**config.mk**
```make
export PLATFORM = sky130hd
export DESIGN_NAME = alu_serial
export DESIGN_NICKNAME = d
export VERILOG_FILES = /design/src/rtl/alu_serial_pkg.sv /design/src/rtl/alu_serial_digit_adder.sv /design/src/rtl/alu_serial.sv
export SDC_FILE = /design/constraint.sdc
export NUM_CORES = 1
export LEC_CHECK = 0
export BUFFER_PORTS_ARGS = -buffer_cell sky130_fd_sc_hd__buf_2
export CAP_MARGIN = 20
export CORE_ASPECT_RATIO = 1.75
export CORE_MARGIN = 3
export CORE_UTILIZATION = 50
export CTS_BUF_LIST = sky130_fd_sc_hd__clkbuf_4
export DETAILED_ROUTE_END_ITERATION = 16
export PLACE_DENSITY = 0.75
export SYNTH_ARGS = -nofsm -noshare
export SYNTH_HDL_FRONTEND = slang
export SYNTH_SLANG_ARGS = --single-unit
```
**constraint.sdc**
```tcl
create_clock -name clk -period 4.7 [get_ports clk]
set_input_delay 0.94 -clock clk [delete_from_list [all_inputs] [get_ports clk]]
set_output_delay 0.94 -clock clk [all_outputs]
set_load 0.05 [all_outputs]
```
**src/rtl/alu_serial_pkg.sv**
```systemverilog
// Shared definitions for the digit-serial ALU.
//   OP_*    : operation encoding carried on the 2-bit op port
//   state_t : controller state encoding (S_IDLE, S_BUSY, S_DONE)
package alu_serial_pkg;

    localparam logic [1:0] OP_ADD = 2'b00;
    localparam logic [1:0] OP_INC = 2'b01;
    localparam logic [1:0] OP_NEG = 2'b10;
    localparam logic [1:0] OP_SUB = 2'b11;

    typedef enum logic [1:0] {
        S_IDLE = 2'b00,
        S_BUSY = 2'b01,
        S_DONE = 2'b10
    } state_t;

endpackage

```
**src/rtl/alu_serial_digit_adder.sv**
```systemverilog
// Combinational DIGIT-bit ripple-carry adder built from one-bit full-adder
// cells.
//   x, y : addend digits
//   cin  : carry into bit 0
//   sum  : DIGIT-bit sum
//   cout : carry out of the top bit
module alu_digit_adder #(
    parameter int DIGIT = 8
) (
    input  logic [DIGIT-1:0] x,
    input  logic [DIGIT-1:0] y,
    input  logic             cin,
    output logic [DIGIT-1:0] sum,
    output logic             cout
);

    logic [DIGIT:0] carry;

    assign carry[0] = cin;

    for (genvar i = 0; i < DIGIT; i++) begin : g_fa
        assign sum[i]       = x[i] ^ y[i] ^ carry[i];
        assign carry[i + 1] = (x[i] & y[i]) | (carry[i] & (x[i] ^ y[i]));
    end

    assign cout = carry[DIGIT];

endmodule

```
**src/rtl/alu_serial.sv**
```systemverilog
// Handshaked, width-generic ALU whose adder processes DIGIT bits per clock.
// Each operation is reduced to X + Y + cin (mod 2^WIDTH):
//   ADD: A + B   INC: B + 1   NEG: -A   SUB: B - A
// Ports:
//   clk, rst             : clock, synchronous active-high reset
//   in_valid / in_ready  : operand handshake (op, A, B sampled on accept)
//   op, A, B             : operation and operands
//   out_valid / out_ready: result handshake
//   out, Z, N, C, V      : result and flags, held until the next result
module alu_serial
    import alu_serial_pkg::*;
#(
    parameter int WIDTH = 32,
    parameter int DIGIT = 8
) (
    input  logic             clk,
    input  logic             rst,
    input  logic             in_valid,
    output logic             in_ready,
    input  logic [1:0]       op,
    input  logic [WIDTH-1:0] A,
    input  logic [WIDTH-1:0] B,
    output logic             out_valid,
    input  logic             out_ready,
    output logic [WIDTH-1:0] out,
    output logic             Z,
    output logic             N,
    output logic             C,
    output logic             V
);

    localparam int NUM_DIGITS = WIDTH / DIGIT;
    localparam int CNT_W      = (NUM_DIGITS > 1) ? $clog2(NUM_DIGITS) : 1;
    localparam logic [CNT_W-1:0] LAST_DIGIT = CNT_W'(NUM_DIGITS - 1);

    if (WIDTH < 2 || DIGIT < 1 || (WIDTH % DIGIT) != 0) begin : g_param_check
        $error("alu_serial: WIDTH must be >= 2 and a multiple of DIGIT");
    end

    state_t             state_q;
    state_t             state_d;
    logic [CNT_W-1:0]   cnt_q;
    logic [WIDTH-1:0]   x_q;
    logic [WIDTH-1:0]   y_q;
    logic               carry_q;
    logic [WIDTH-1:0]   res_q;

    logic [WIDTH-1:0]   op_x;
    logic [WIDTH-1:0]   op_y;
    logic               op_cin;
    logic [31:0]        dig_base;
    logic [DIGIT-1:0]   dig_x;
    logic [DIGIT-1:0]   dig_y;
    logic [DIGIT-1:0]   dig_sum;
    logic               dig_cout;
    logic [WIDTH-1:0]   res_new;
    logic               accept;

    // Map the requested operation onto a single adder form X + Y + cin.
    always_comb begin
        op_x   = A;
        op_y   = B;
        op_cin = 1'b0;
        case (op)
            OP_ADD: begin
                op_x   = A;
                op_y   = B;
                op_cin = 1'b0;
            end
            OP_INC: begin
                op_x   = '0;
                op_y   = B;
                op_cin = 1'b1;
            end
            OP_NEG: begin
                op_x   = ~A;
                op_y   = '0;
                op_cin = 1'b1;
            end
            OP_SUB: begin
                op_x   = ~A;
                op_y   = B;
                op_cin = 1'b1;
            end
            default: begin
                op_x   = A;
                op_y   = B;
                op_cin = 1'b0;
            end
        endcase
    end

    assign dig_base = 32'(cnt_q) * 32'(DIGIT);
    assign dig_x    = x_q[dig_base +: DIGIT];
    assign dig_y    = y_q[dig_base +: DIGIT];

    alu_digit_adder #(
        .DIGIT (DIGIT)
    ) u_digit_adder (
        .x    (dig_x),
        .y    (dig_y),
        .cin  (carry_q),
        .sum  (dig_sum),
        .cout (dig_cout)
    );

    // Result register with the current digit merged in; on the last digit
    // this is the complete result, so flags are derived from it directly.
    always_comb begin
        res_new                     = res_q;
        res_new[dig_base +: DIGIT]  = dig_sum;
    end

    always_ff @(posedge clk) begin
        if (rst) begin
            state_q <= S_IDLE;
        end else begin
            state_q <= state_d;
        end
    end

    always_comb begin
        state_d   = state_q;
        in_ready  = 1'b0;
        out_valid = 1'b0;
        case (state_q)
            S_IDLE: begin
                in_ready = 1'b1;
                if (in_valid) begin
                    state_d = S_BUSY;
                end
            end
            S_BUSY: begin
                if (cnt_q == LAST_DIGIT) begin
                    state_d = S_DONE;
                end
            end
            S_DONE: begin
                out_valid = 1'b1;
                if (out_ready) begin
                    state_d = S_IDLE;
                end
            end
            default: begin
                state_d = S_IDLE;
            end
        endcase
    end

    assign accept = (state_q == S_IDLE) && in_valid;

    // Operand registers carry no reset: they are always loaded on accept
    // before they are consumed.
    always_ff @(posedge clk) begin
        if (accept) begin
            x_q <= op_x;
            y_q <= op_y;
        end
    end

    always_ff @(posedge clk) begin
        if (rst) begin
            cnt_q   <= '0;
            carry_q <= 1'b0;
            res_q   <= '0;
            out     <= '0;
            Z       <= 1'b1;
            N       <= 1'b0;
            C       <= 1'b0;
            V       <= 1'b0;
        end else if (accept) begin
            cnt_q   <= '0;
            carry_q <= op_cin;
            res_q   <= '0;
        end else if (state_q == S_BUSY) begin
            res_q   <= res_new;
            carry_q <= dig_cout;
            cnt_q   <= cnt_q + 1'b1;
            if (cnt_q == LAST_DIGIT) begin
                out <= res_new;
                Z   <= (res_new == '0);
                N   <= res_new[WIDTH-1];
                C   <= dig_cout;
                // Operands agree in sign but the result does not.
                V   <= (x_q[WIDTH-1] == y_q[WIDTH-1]) &&
                       (res_new[WIDTH-1] != x_q[WIDTH-1]);
            end
        end
    end

endmodule

```
==> flow_summary.json, run 1 <==
{
  "r2r-end": "Z$_SDFFE_PP1P_",
  "via_per_inst": 5.518,
  "cts.sink_count": 136,
  "die_area_mm2": 0.01407,
  "first_global_vias": 4704,
  "pwr-share-clk_pct": 28.5,
  "start_kind": "flop",
  "ys_ff_latch": 136,
  "fin_skew_ns": 0.01678,
  "die_x_um": 90.98,
  "worst_slew_pin_slew_ns": 0.7772,
  "drive_gt1_share_pct": 33.79,
  "end_kind": "flop",
  "power_leakage_uw": 0.002752,
  "maxSlewHeadroom_pct": 48.19,
  "maxCapViolCount": 0,
  "drtPass1Iterations": 5,
  "grt.overflow.total": 0,
  "cts_max_level": 4,
  "r2r_slack_ns": 0.07,
  "crit_fanout": 3,
  "p_per_area_mw_per_mm2": 341.8,
  "core_mm2": 0.01220,
  "grt_max_degree": 72,
  "ys_top_cells_by_area": "edfxtp_1 30%, dfxtp_1 23%, a211oi_1 7.5%, mux2_2 5.7%, mux4_2 5.7%",
  "hold_path_class": "flop to flop",
  "worst_ep_required_time_ns": 5.19,
  "seqPwrFrac_pct": 53.6,
  "path_clk_slew_ns": 0.12,
  "swShare_pct": 29.19,
  "outcome": "finished clean",
  "grt_pass1_wl_mm": 23.16,
  "synthesis.area_mm2": 0.006319,
  "via_count": 4558,
  "reg2reg_depth": 18,
  "hold_violations": 0,
  "synth_fp_nets": 640,
  "synth_cell_types": 40,
  "hpwlAfterDp_mm": 10.32,
  "synth_warnings": 0,
  "rows": 53,
  "crit_type": "flop to flop",
  "fin_crit_ns": 4.629,
  "switchingPower_uw": 726.0,
  "holdWs_ns": 0.4702,
  "synthToLayoutAreaGrowth_pct": 15.19,
  "yosys.area.top_type": "edfxtp_1",
  "drt_wl_total_mm": 14.36,
  "final_common_cell": "buf_2",
  "final_cells": 826,
  "finalMaxSlewViolations": 0,
  "routabilityCongestion": 0.9162,
  "clock_latency_ns": 0.54,
  "yosysSeqAreaShare_pct": 53.23,
  "vdd_drop_max_mv": 0.2302,
  "cts_buffers": 17,
  "cts_tree": "yes",
  "antenna_found_initial": 1,
  "crit_end": "Z$_SDFFE_PP1P_",
  "start_util_pct": 51.78,
  "final_cell_mix": "107 x buf_2, 82 x nor2_1, 71 x dfxtp_1",
  "post_drt_wl_per_cell_um": 17.39,
  "dieHeight_um": 154.7,
  "setup_viol_count_final": 0,
  "power_frac_comb_pct": 17.9,
  "cts_root_buffer": "clkbuf_4",
  "drc": 0,
  "io-pin-count": 108,
  "p_int_uw": 1761,
  "rsz0062_at_grt": "true",
  "avgSynthCellArea_um2": 11.36,
  "grtUsageTotal_pct": 20.94,
  "synth_top_area_share_pct": 30.42,
  "cp.arrival_ns": 5.12,
  "postRouteAntennaNets": 0,
  "fin_crit_sh_pct": 98.48,
  "nets": 731,
  "max_freq_mhz": 216.0,
  "clockBufferDepth": 2,
  "portBuffers": 107,
  "syn_inst": 556,
  "min_path_cells": 2,
  "drt_iter0_drc": 336,
  "crit_start": "cnt_q[0]$_SDFFE_PP0P_",
  "placedCellCount": 792,
  "r2r-start": "cnt_q[0]$_SDFFE_PP0P_"
}
==> worst max-delay path: stages, from the launching register on <==
cell and delay (ns):
dfxtp_4 0.37, mux4_2 0.34, inv_2 0.04, fa_2 0.35
fa_2 0.35, fa_2 0.37, fa_2 0.37, fa_2 0.34
inv_2 0.06, fa_2 0.19, inv_2 0.04, fa_2 0.32
inv_2 0.06, fa_1 0.45, nor2b_4 0.18, a31oi_4 0.20
nand4_1 0.11, nor4_1 0.26, a221o_1 0.17
==> metal layers <==
layer / routed length, µm / GRT usage [%] / share of wire (%) / vias up
met3: 701 / 4.234 / 4.9 / 41
met2: 7654 / 37.21 / 53 / 172
met1: 5362 / 22.95 / 37 / 2140
met5: 0 / 0 / 0 / -
met4: 644 / 12.01 / 4.5 / 0
li1: - / - / - / 2205
==> logic make-up after synthesis <==
kind of cell	Yosys count	share of synthesized area, %
AND/OR/NAND/NOR	183	14.79
flip-flops	136	53.23
XOR/XNOR	1	0.1386
AO/OA/AOI/OAI	103	11.49
buffers and inverters	68	4.753
adder cells (fa/ha/maj)	14	3.723
multiplexers	51	11.88
==> synth_stat cells, drive strengths merged <==
cell,number
nand4,7
buf,25
nor2,82
o221ai,1
mux2i,3
o22ai,1
edfxtp,64
a211oi,63
nand3,5
a311oi,1
xnor2,1
or3,1
nand2b,5
mux4,16
nor3,1
nor2b,28
nor4,2
and2,36
fa,8
mux2,32
nor3b,1
dfxtp,72
clkbuf,23
nand2,10
a31oi,22
inv,20
a221o,1
nand4b,2
nor4bb,1
a21oi,12
nor4b,1
ha,6
a22oi,2
or4,1
==> power groups by stage <==
stage / clock, µW / combinational (µW) / sequential [µW]
2_1_floorplan: 0 / 306 / 1350
3_3_place_gp: 0 / 421 / 1360
3_5_place_dp: 0 / 431 / 1360
4_1_cts: 729 / 433 / 1330
5_1_grt: 781 / 486 / 1340
6_report: 709 / 446 / 1330
==> state kept, by name (all words and copies together), names as in the netlist <==
| name | flops |
|---|---|
| out | 32 |
| res_q | 32 |
| x_q | 32 |
| y_q | 32 |
| cnt_q | 2 |
| state_q | 2 |
| C | 1 |
| V | 1 |
| Z | 1 |
| carry_q | 1 |
==> final cells by class <==
cell class,instances,area (µm²)
repair buffers,120,640.6
clock inverters,15,128.9
multi-input cells,352,2730
diodes,1,2.502
inverters,20,75.07
flip-flops and latches,136,3367
clock buffers,17,127.6
fillers,1074,4923
well taps,165,206.4
==> repair_timing <==
| item | CTS | global route |
|---|---|---|
| buffers inserted | 0 | 1 |
| hold buffers | 0 | 0 |
| gates resized for setup | 0 | 14 |
| endpoints found under the setup margin | 0 | 2 |
==> worst min path at each step <==
| stage | from | to | slack, ns |
|---|---|---|---|
| floorplan | res_q[6]$_SDFFE_PP0P_ | res_q[6]$_SDFFE_PP0P_ | 0.44 |
| global placement | res_q[6]$_SDFFE_PP0P_ | res_q[6]$_SDFFE_PP0P_ | 0.45 |
| detailed placement | C$_SDFFE_PP0P_ | C$_SDFFE_PP0P_ | 0.46 |
| CTS | C$_SDFFE_PP0P_ | C$_SDFFE_PP0P_ | 0.47 |
| global route | C$_SDFFE_PP0P_ | C$_SDFFE_PP0P_ | 0.49 |
| finish | C$_SDFFE_PP0P_ | C$_SDFFE_PP0P_ | 0.47 |
==> stage by stage <==
step | power, µW | area [µm²] | worst slack, ns | util [%] | setup TNS, ns
after floorplan | 1659 | 6375 | -0.03249 | - | -0.03249
after global placement | 1776 | 6968 | 0.08653 | 57.11 | 0
after detailed placement | 1792 | 6968 | 0.01692 | 57.11 | 0
after CTS | 2496 | 7224 | 0.001536 | 59.21 | 0
after global routing | 2606 | 7278 | -0.04600 | 59.65 | -0.08306
final | 2487 | 7278 | 0.07140 | 59.65 | 0
(Power assumes the default switching activity.)
==> inputs of run 2 (changes only) <==
Settings changed: REMOVE_ABC_BUFFERS from default to 1.
==> run 2 against run 1 <==
Against the previous run: the flow now finishes with violations (setup timing); clock-buffer cell count rose by 1; design area is 0.69% higher; utilization is 0.41 points higher; register-to-register slack got worse by 0.08 ns; fmax decreased by 1.8%; sequential cell count did not move; clock power down 7.3%; largest cell class unchanged.
==> flow_summary.json, run 2 (synthesis gave the netlist of run 1 again) <==
{
  "outcome": "finished with violations",
  "failed_checks": "setup timing",
  "via_count": 4579,
  "crit_start": "cnt_q[0]$_SDFFE_PP0P_",
  "crit_end": "Z$_SDFFE_PP1P_",
  "cts_root_buffer": "clkbuf_4",
  "portBuffers": 107,
  "grt_max_degree": 72,
  "rsz0062_at_grt": "true",
  "maxSlewHeadroom_pct": 45.95,
  "path_clk_slew_ns": 0.13,
  "end_kind": "flop",
  "max_freq_mhz": 212.2,
  "r2r-end": "Z$_SDFFE_PP1P_",
  "core_mm2": 0.01220,
  "setup_slack_ns": -0.01254,
  "hpwlAfterDp_mm": 10.37,
  "cts_max_level": 4,
  "multi_input_area_mm2": 0.002738,
  "dieHeight_um": 154.7,
  "cp.arrival_ns": 5.21,
  "r2r-start": "cnt_q[0]$_SDFFE_PP0P_",
  "routabilityCongestion": 0.9350,
  "setup_viol_count_final": 1,
  "antenna_found_initial": 0,
  "worst_ep_required_time_ns": 5.20,
  "nets": 740,
  "clock_latency_ns": 0.54,
  "setup_tns_ns": -0.01254,
  "cts_tree": "yes",
  "path_cells": "mux4_2 -> inv_2 -> fa_2 -> fa_2 -> fa_2 -> fa_2 -> fa_2 -> inv_2 -> fa_2 -> inv_2 -> fa_2 -> inv_2 -> fa_1 -> buf_6 -> nand2b_4 -> nand4b_1 -> nand4_1 -> nor4_2 -> a221o_1",
  "grt.overflow.total": 0,
  "post_drt_wl_per_cell_um": 17.31,
  "clockBufferDepth": 2,
  "final_cell_mix": "107 x buf_2, 82 x nor2_1, 71 x dfxtp_1",
  "critPathMostFrequentCell": "fa_2",
  "drt_wl_total_mm": 14.43,
  "max_stage_delay_ns": 0.45,
  "slowest_stage": "fa_1",
  "io-pin-count": 108,
  "final_cells": 834,
  "hold_path_class": "flop to flop",
  "rows": 53,
  "reg2reg_depth": 19,
  "start_util_pct": 51.78,
  "start_kind": "flop",
  "fin_crit_sh_pct": 100.3,
  "nFillCells": 1046,
  "crit_fanout": 3,
  "hold_violations": 0,
  "drtPass1Iterations": 7,
  "placedCellCount": 799,
  "crit_type": "flop to flop",
  "place_worst_setup_slack_ns": -0.2199,
  "holdWs_ns": 0.4828,
  "cts_buffers": 17,
  "r2r_slack_ns": -0.01,
  "final_common_cell": "buf_2",
  "die_area_mm2": 0.01407,
  "maxCapViolCount": 0,
  "synthToLayoutAreaGrowth_pct": 15.98,
  "antenna_cells": 0,
  "grtUsageTotal_pct": 21.09,
  "via_per_inst": 5.490,
  "die_x_um": 90.98,
  "finalMaxSlewViolations": 0,
  "postRouteAntennaNets": 0,
  "p_per_area_mw_per_mm2": 336.0,
  "worst_slew_pin_slew_ns": 0.8090,
  "drive_gt1_share_pct": 34.83,
  "power_leakage_uw": 0.002792,
  "drt_iter0_drc": 295,
  "fin_skew_ns": 0.02696,
  "drc": 0,
  "regArea_mm2": 0.003367,
  "first_global_vias": 4682,
  "fin_crit_ns": 4.713,
  "grt_pass1_wl_mm": 23.20,
  "cts.sink_count": 136,
  "vdd_drop_max_mv": 0.2229
}
[run 2: through the flow]
step | util (%) | power [µW] | cell area, µm²
2_1_floorplan | - | 1634 | 6093
3_3_place_gp | 57.26 | 1773 | 6987
3_5_place_dp | 57.26 | 1791 | 6987
4_1_cts | 59.68 | 2452 | 7282
5_1_grt | 60.06 | 2567 | 7328
6_report | 60.06 | 2462 | 7328
[run 2: how the worst min path moves through the flow]
stage	slack (ns)	depth (start not counted)	endpoint	from
6_report	0.48	2	C$_SDFFE_PP0P_	C$_SDFFE_PP0P_
5_1_grt	0.52	2	C$_SDFFE_PP0P_	C$_SDFFE_PP0P_
4_1_cts	0.48	2	C$_SDFFE_PP0P_	C$_SDFFE_PP0P_
3_5_place_dp	0.46	2	C$_SDFFE_PP0P_	C$_SDFFE_PP0P_
3_3_place_gp	0.44	2	res_q[6]$_SDFFE_PP0P_	res_q[6]$_SDFFE_PP0P_
2_1_floorplan	0.44	2	res_q[6]$_SDFFE_PP0P_	res_q[6]$_SDFFE_PP0P_
[run 2: metal layers]
| metal | global-route usage, % | wire length, µm |
|---|---|---|
| met1 | 22.33 | 5230 |
| met2 | 37.98 | 7676 |
| met3 | 5.353 | 757 |
| met4 | 11.15 | 768 |
| met5 | 0 | 0 |
[run 2: area by class of cell]
class / instances / share of cell area (%)
inverters: 20 / 1.024
multi-input cells: 352 / 37.36
clock buffers: 18 / 1.844
well taps: 165 / 2.817
repair buffers: 129 / 9.664
clock inverters: 14 / 1.349
flip-flops and latches: 136 / 45.95
[run 2: repair_timing]
item | in CTS | in global routing
setup endpoints to repair | 4 | 6
gates resized for setup | 11 | 13
pin swaps | 5 | 8
setup buffers | 3 | 1
hold buffers | 0 | 0
[run 2: critical path, delay by kind of cell, from the launching register on]
| kind | cells | cell delay (ns) |
|---|---|---|
| muxes | 1 | 0.33 |
| buffers and inverters | 5 | 0.34 |
| AOI/OAI and AO/OA | 1 | 0.19 |
| and+or+nand+nor | 4 | 0.69 |
| DFF | 1 | 0.38 |
| adders and majority gates | 8 | 2.76 |
[run 2: power breakdown]
part	switching, µW	internal [µW]
Combinational	264	210
Clock	442	215
Sequential	22.6	1310
Total	728	1730
